`src/rtl/power_gauge_ctrl.sv`:
```
// power_gauge_ctrl: shot-power gauge for FORTRESS.
// Sweeps a 16-step triangle position and drives a thermometer LED bar.
// Latches a 3-bit power level on fire, or on auto-lock after MAX_SWEEPS
// sweeps, and presents it downstream on a valid/ready handshake.
// Optional build macro: GAUGE_ATTRACT_EN (IDLE attract animation).
//
// Handshake: shot_valid rises with the lock and holds, together with a
// stable power/timeout, until a cycle where shot_valid & shot_ready are
// both high. The transfer happens on that edge, and shot_valid is low
// from the following cycle.
module power_gauge_ctrl #(
  parameter int TICK_DIV   = 4,
  parameter int MAX_SWEEPS = 3
) (
  input  logic       CLK,
  input  logic       nrst,
  input  logic       tick_in,
  input  logic       btn_start,
  input  logic       btn_fire,
  input  logic       shot_ready,
  output logic       led_en,
  output logic [3:0] pos,
  output logic [7:0] bar,
  output logic [2:0] power,
  output logic       shot_valid,
  output logic       timeout,
  output logic [1:0] state
);

  localparam int DW = (TICK_DIV > 1) ? $clog2(TICK_DIV) : 1;
  localparam int SW = $clog2(MAX_SWEEPS + 1);
  localparam logic [DW-1:0] DIV_LAST  = DW'(TICK_DIV - 1);
  localparam logic [SW-1:0] SWEEP_MAX = SW'(MAX_SWEEPS);

`ifdef GAUGE_ATTRACT_EN
  localparam bit ATTRACT = 1'b1;
`else
  localparam bit ATTRACT = 1'b0;
`endif

  typedef enum logic [1:0] {
    IDLE  = 2'd0,
    SWEEP = 2'd1,
    LOCK  = 2'd2,
    BAD   = 2'd3
  } st_t;

  st_t           st;
  logic [DW-1:0] div_cnt;
  logic [SW-1:0] sweep_cnt;
  logic [SW-1:0] sweep_inc;
  logic          tick_prev;
  logic          start_prev;
  logic          fire_prev;
  logic          rise_tick;
  logic          rise_start;
  logic          rise_fire;

  assign rise_tick  = tick_in   & ~tick_prev;
  assign rise_start = btn_start & ~start_prev;
  assign rise_fire  = btn_fire  & ~fire_prev;
  assign sweep_inc  = sweep_cnt + SW'(1);
  assign state      = st;

  // Triangle fold: positions 8..15 map to 7..0, which is ~pos[2:0].
  function automatic logic [2:0] level_of(input logic [3:0] p);
    return p[3] ? ~p[2:0] : p[2:0];
  endfunction

  // Thermometer bar, bit7 lit first.
  function automatic logic [7:0] bar_of(input logic [2:0] lvl);
    return 8'hFF << (3'd7 - lvl);
  endfunction

  // Input history for edge detection; starts high so held inputs give no edge.
  always_ff @(posedge CLK or negedge nrst) begin
    if (!nrst) begin
      tick_prev  <= 1'b1;
      start_prev <= 1'b1;
      fire_prev  <= 1'b1;
    end else begin
      tick_prev  <= tick_in;
      start_prev <= btn_start;
      fire_prev  <= btn_fire;
    end
  end

  // Gauge FSM with registered outputs.
  always_ff @(posedge CLK or negedge nrst) begin
    if (!nrst) begin
      st         <= IDLE;
      pos        <= 4'd0;
      power      <= 3'd0;
      timeout    <= 1'b0;
      shot_valid <= 1'b0;
      led_en     <= 1'b0;
      div_cnt    <= '0;
      sweep_cnt  <= '0;
    end else begin
      case (st)
        IDLE: begin
          led_en <= ATTRACT;
          if (rise_start) begin
            st        <= SWEEP;
            led_en    <= 1'b1;
            pos       <= 4'd0;
            div_cnt   <= '0;
            sweep_cnt <= '0;
            timeout   <= 1'b0;
          end else if (ATTRACT && rise_tick) begin
            pos <= pos + 4'd1;
          end
        end
        SWEEP: begin
          if (rise_fire) begin
            // Fire wins over any step or timeout landing on the same cycle.
            st         <= LOCK;
            power      <= level_of(pos);
            timeout    <= 1'b0;
            shot_valid <= 1'b1;
            led_en     <= 1'b0;
          end else if (rise_tick) begin
            if (div_cnt == DIV_LAST) begin
              div_cnt <= '0;
              pos     <= pos + 4'd1;
              if (pos == 4'd15) begin
                sweep_cnt <= sweep_inc;
                if (sweep_inc == SWEEP_MAX) begin
                  st         <= LOCK;
                  power      <= 3'd0;
                  timeout    <= 1'b1;
                  shot_valid <= 1'b1;
                  led_en     <= 1'b0;
                end
              end
            end else begin
              div_cnt <= div_cnt + DW'(1);
            end
          end
        end
        LOCK: begin
          if (shot_valid && shot_ready) begin
            st         <= IDLE;
            shot_valid <= 1'b0;
            led_en     <= ATTRACT;
          end
        end
        default: begin
          st         <= IDLE;
          shot_valid <= 1'b0;
          led_en     <= 1'b0;
        end
      endcase
    end
  end

  // Bar decode from registered state, position and captured power.
  always_comb begin
    bar = 8'h00;
    case (st)
      SWEEP:   bar = bar_of(level_of(pos));
      LOCK:    bar = bar_of(power);
      IDLE:    if (ATTRACT && led_en) bar = bar_of(level_of(pos));
      default: bar = 8'h00;
    endcase
  end

endmodule

```
`config.mk`:
```
export PLATFORM = sky130hd
export DESIGN_NAME = power_gauge_ctrl
export DESIGN_NICKNAME = d
export VERILOG_FILES = /design/src/rtl/power_gauge_ctrl.sv
export SDC_FILE = /design/constraint.sdc
export NUM_CORES = 1
export LEC_CHECK = 0
export BUFFER_PORTS_ARGS = -buffer_cell sky130_fd_sc_hd__clkbuf_2
export CAP_MARGIN = 20
export CORE_MARGIN = 5
export CORE_UTILIZATION = 45
export DETAILED_ROUTE_END_ITERATION = 7
export PLACE_DENSITY = 0.71
export SYNTH_ARGS = -nofsm -noshare
export SYNTH_HDL_FRONTEND = slang
export SYNTH_SLANG_ARGS = --single-unit
export TNS_END_PERCENT = 20
```
`constraint.sdc`:
```
create_clock -name CLK -period 1.7 [get_ports CLK]
set_input_delay 0.34 -clock CLK [delete_from_list [all_inputs] [get_ports CLK]]
set_output_delay 0.34 -clock CLK [all_outputs]
set_load 0.02 [all_outputs]
```
* Yosys cells after proc, flatten, opt, wreduce, memory -nomap -nowiden
Index checks and enable logic that the tools add are counted.
** Storage, ports and cells
- Flip-flop bits (word level) :: 19
- Input port bits :: 6
- Output and inout port bits :: 20
- Logic and storage cells :: 103
** Operators by class
- Add/subtract/negate cells :: 5
- Equality and inequality tests :: 15
- Shift-type cells :: 2
- Multiplexer cells :: 47
- Bitwise gates (word level) :: 8
- Reductions and logical operators :: 15
** Operators by type and width (number)
- $mux 2 :: 15
- $reduce_and 6->1 :: 4
- $mux 3 :: 6
- $mux 4 :: 4
- $pmux 8 s2 :: 1
- $shl 8x3->8 const A :: 2
- $reduce_and 5->1 :: 3
- $mux 1 :: 14
- $ne 2x2->1 const B :: 6
- $ne 3x3->1 const B :: 4
- $reduce_bool 2->1 :: 5
- $pmux 2 s2 :: 2
- $pmux 4 s2 :: 1
- $eq 2x2->1 const B :: 3
- $pmux 1 s3 :: 2
- $pmux 2 s3 :: 1
- $sub 3x3->3 const A :: 2
- $add 2x1->2 const B :: 2
- $add 4x1->4 const B :: 1
- $eq 4x4->1 const B :: 1
- $not 1->1 :: 4
- $reduce_and 4->1 :: 1
- $and 1x1->1 :: 3
- $not 3->3 :: 1
- 4 further kinds :: 4

* Logic depth before layout (Yosys ltp)
- Depth in word-level cells :: 8
- Gate-level depth with buffers :: 6
- Depth with buffers taken out :: 6

* Worst setup path before layout
OpenSTA, ideal clock, no wires.
- Kind :: flip-flop to output port
- Start point :: reg st[0], in the netlist state[0]
- End point :: out bar[6]
- Arrival time :: 1720 ps
- Required time :: 1360 ps
- Setup slack :: -360 ps
- Stages on the path, launching flop included :: 7
- Buffers on the path :: 0
- Cell sequence :: dfrtp_1 > inv_1 > ha_1 > mux2_2 > nand2_1 > o21ai_2 > nand2b_1
** On the way
- Longest elaborated chain between the ends :: 2
- Elaborated cells between the ends (all ways) :: 3
- Those cells by class :: eq/ne: 2; mux: 1
** RTL lines
- from (decl) :: line 48 : st_t st;
- from (signal assigned) :: line 91 : st <= IDLE;
- from (signal assigned) :: line 104 : st <= SWEEP;
- from (signal assigned) :: line 117 : st <= LOCK;
- $eq 2x2->1 / $eq 2x1->1 (equally long branches) :: line 160 : case (st)
- $pmux 8 s2 * :: line 160
- to (decl) :: line 23 : output logic [7:0] bar,
Mark *: on every way between the ends. The rest lies on a longest branch, timed or not.

* Worst setup path after layout
Same ends and word-level chain as after synthesis.

==> results list <==
- Of the total power, the clock network draws 0.098.
- Clock-pin slew was measured on the worst setup and hold paths at 0.10 ns.
* Total wire length: 2.75 mm
* Most instantiated flip-flop cell in the synthesis netlist: dfrtp_1
* Reported net switching power: 1.05 mW
- The tightest min-delay check is of the in -> reg type.
- The share of total power dissipated in sequential elements is 0.283.
* Worst reg2reg endpoint: pos[1]$_DFFE_PN0P_
- Startpoint of the worst-slack reg-to-reg timing path: state[0]$_DFFE_PN0P_
- Required time worst endpoint: 1.36 ns
- Total power of the final layout: 2.35 mW
* Crit path DAT: 1.75 ns
* Max_slew headroom: 0.690
* Post-DP HPWL: 2.20 mm
- Post-synth design cell area: 0.00114 mm2
- Async set or reset register ratio after synthesis: 1.00
* HP Start: btn_fire
* Switching share of power: 0.447
- In this run the count of I/O pins placed on the die edge is 26.
- Path depth of the worst reg2reg path: 7
- Relative to the synthesized area, the layout overhead comes to 40.9%.
* Launching instance or port of the critical path: state[0]$_DFFE_PN0P_
* Max capacitance violation total: 0
- Average size of a mapped cell: 9.42 um2
- Gate count after technology mapping: 121
* Critical path cell sequence: inv_4 > ha_4 > mux2_4 > nand2_4 > o21ai_4 > nand2b_4 > buf_6
* Post-synthesis adder-cell area fraction: 0.0768
- TritonCTS built the clock tree.
- Routability-driven placement finished with a final weighted congestion of 0.776.
- The path with the worst hold slack has its endpoint at fire_prev$_DFF_PN1_.
* Number of clock sinks: 19
* Diodes inserted: 0
* Count of endpoints failing setup in the final report: 7
- Via count normalized by instance count: 5.64
- Power spread over the standard cell area amounts to 1460 mW/mm2.
- The worst setup path is launched from a register.
- For this run, the total global-route usage over all layers was measured as 0.168.
* Max Transition Viols Final: 0
- Run status: finished with violations
* Critical path start-end classification: reg -> out
* Share of Yosys cell area claimed by the top area cell type: 0.351
* Final hold vios: 0
- Final period demand of the worst path: 2.09 ns
- Period utilisation layout: 1.23
* Dominant combinational cell family by area after synthesis: compound AO/OA/AOI/OAI gates
- Full die area: 0.00364 mm2
- Fraction of layout cells with a size suffix above 1: 0.426
- Sequential cell area fraction in the yosys report: 0.420
* Cell family with most CP delay: flip-flops
* Core outline area: 0.00245 mm2
* Worst supply voltage drop on vdd: 0.00116 V
- The total overflow left after global routing is 0.
* Buffer levels on the longest clock path: 2
- Starting density of the core: 0.464
- Antenna violations before repair: 0
- Quantity of I/O buffers inserted on ports: 25
* P_leak: 0.779 nW
- Yosys mapped the design onto 34 distinct sky130hd cell types.
- Max Clock Skew: 0.000599 ns
- The first global-routing pass estimated 4.66 mm of wire.
- Most used standard cell by instance count after synthesis: dfrtp_1
- First drt pass iteration count: 4
* Most common library cells after synthesis: dfrtp_1 (16), nand2_1 (12), inv_1 (11), ha_1 (7), o21ai_0 (7)
- Synth area leader: dfrtp_1
- In the routed design, unresolved DRC markers number 0.
- Pin count of the biggest net entering global routing: 20
- Number of flops mapped to enable cells by yosys: 0
* Maximum fanout count along the critical path: 6
* Cell chosen for the clock root: clkbuf_4
* Part of the power in combinational logic: 0.619
- Min-Delay Path Depth: 1
- TritonCTS buffer count: 3
- Endpoint class of the critical path: primary output
- Setup TNS after final layout: -2.35 ns
- Once detail routing completed, the nets flagged for antenna violations numbered 0.
- Total buffers and inverters traversed by the critical path: 2
* Width of the die: 60.3 um
- Clock latency of the later-clocked register in the worst-skew pair: 0.30 ns
- Among all stages on the critical path, the largest delay is contributed by dfrtp_2.
- Post-Synth XOR/XNOR Area: 0.0154
- For this run, the slowest stage of the critical path takes 0.44 ns.
* Net count after synthesis: 134
* Pint: 1.30 mW
- Number of warning messages in the yosys log: 0
- CTS H-Tree Depth: 1
- The number of global-route vias before repair came to 1101.
- Fin worst setup slack: -0.394 ns
- The compound-gate portion of the synthesized area came to 0.224.
* Die Height: 60.3 um
- Worst slew pin tran: 0.465 ns
- Post-synthesis mux area share: 0.0274
- Derived from the worst setup path, the maximum achievable clock frequency is 478 MHz.
- Nets: 183
- DRC violation total after the first TritonRoute iteration: 39
* Number of rows in the core area: 18
- Via count: 1123
- Sorting the synthesized cells by area gives the leading types as dfrtp_1 (35%), ha_1 (7.7%), dfstp_2 (6.9%).
- Unrepaired setup endpoints after global routing: true
- Post-Synth Simple-Gate Area: 0.191
- Worst reg2reg setup slack: 0.02 ns
- The final reports fail on setup timing.
- Dividing the detail-routed wire length by the instance count gives 13.8 um.
* Flops & latches, synth: 19
## cell families (layout without fill, tap and decap cells)
kind of cell             count (synthesis)  count (layout)
AND/OR/NAND/NOR                         42              42
multiplexers                             3               3
buffers and inverters                   13              61
flip-flops                              19              19
AO/OA/AOI/OAI                           35              35
XOR/XNOR                                 2               2
adder cells (fa/ha/maj)                  7               7
## stage by stage
| stage | util | setup WS (ns) | hold WS [ns] | cell area [um2] | instances |
|---|---|---|---|---|---|
| detailed placement | 0.625 | -0.0771 | 0.318 | 1530 | 193 |
| finish | 0.654 | -0.394 | 0.128 | 1610 | 199 |
| global placement | 0.625 | -0.0348 | 0.315 | 1530 | 193 |
| global route | 0.654 | -0.446 | 0.129 | 1610 | 199 |
| floorplan | - | -0.0622 | 0.0444 | 1240 | 121 |
| CTS | 0.640 | -0.421 | 0.124 | 1570 | 198 |
## power groups by stage
stage                     combinational, mW  sequential [mW]  clock (mW)
after floorplan                       0.825            0.763           0
after global placement                 1.37            0.666           0
after detailed placement               1.41            0.676           0
after CTS                              1.42            0.665       0.238
after global routing                   1.58            0.683       0.248
final                                  1.46            0.665       0.231
## sequential cells by signal, summed over array words and instances (netlist names)
register and cells:
shot_valid 1, sweep_cnt 2, div_cnt 2, state 2, tick_prev 1, fire_prev 1
led_en 1, timeout 1, pos 4, start_prev 1, power 3
## routing by layer
metal / routed length (um) / part of all wire / track usage / vias up
li1: - / - / - / 539
met3: 133 / 0.048 / 0.0213 / 5
met2: 1400 / 0.51 / 0.306 / 32
met4: 40 / 0.015 / 0.0601 / 0
met1: 1170 / 0.43 / 0.204 / 547
met5: 0 / 0 / 0 / -
## cell type report
| type | count | area, um2 |
|---|---|---|
| multi-input combinational | 89 | 711 |
| timing repair buffer | 46 | 304 |
| fill | 204 | 848 |
| sequential | 19 | 484 |
| clock buffer | 4 | 26.3 |
| tap | 30 | 37.5 |
| inverter | 11 | 43.8 |
## worst max-delay path by stage
stage | end | slack, ns | depth (start not counted)
2_1_floorplan | bar[6] | -0.06 | 6
5_1_grt | bar[6] | -0.45 | 7
6_report | bar[6] | -0.39 | 7
4_1_cts | bar[6] | -0.42 | 7
3_5_place_dp | bar[6] | -0.08 | 7
3_3_place_gp | bar[6] | -0.03 | 7
## cells in the final DEF, fill, tap and decap left out, types with 5 or more instances in the layout
| master | instances |
|---|---|
| clkbuf_2 | 21 |
| buf_4 | 20 |
| dfrtp_1 | 12 |
| nand2_1 | 11 |
| inv_1 | 9 |
| o21ai_0 | 7 |
| nor2_1 | 6 |
| a31oi_1 | 6 |
| a21oi_1 | 5 |
| nor2b_1 | 5 |
| nand3_1 | 5 |
## repair_timing
item / in CTS / in global routing
hold buffers: 1 / 0
setup buffers: 0 / 1
setup endpoints to repair: 7 / 12
pin swaps: 0 / 1
endpoints found under the hold margin: 16 / 0
resized for setup: 0 / 12
## worst register-to-register path: stages (launching register included)
cell	delay (ns)
dfrtp_2	0.44
buf_4	0.15
ha_1	0.24
nor2b_1	0.20
o22ai_4	0.12
buf_4	0.16
o21ai_0	0.16
o21ai_0	0.10
(Power assumes the default switching activity.)
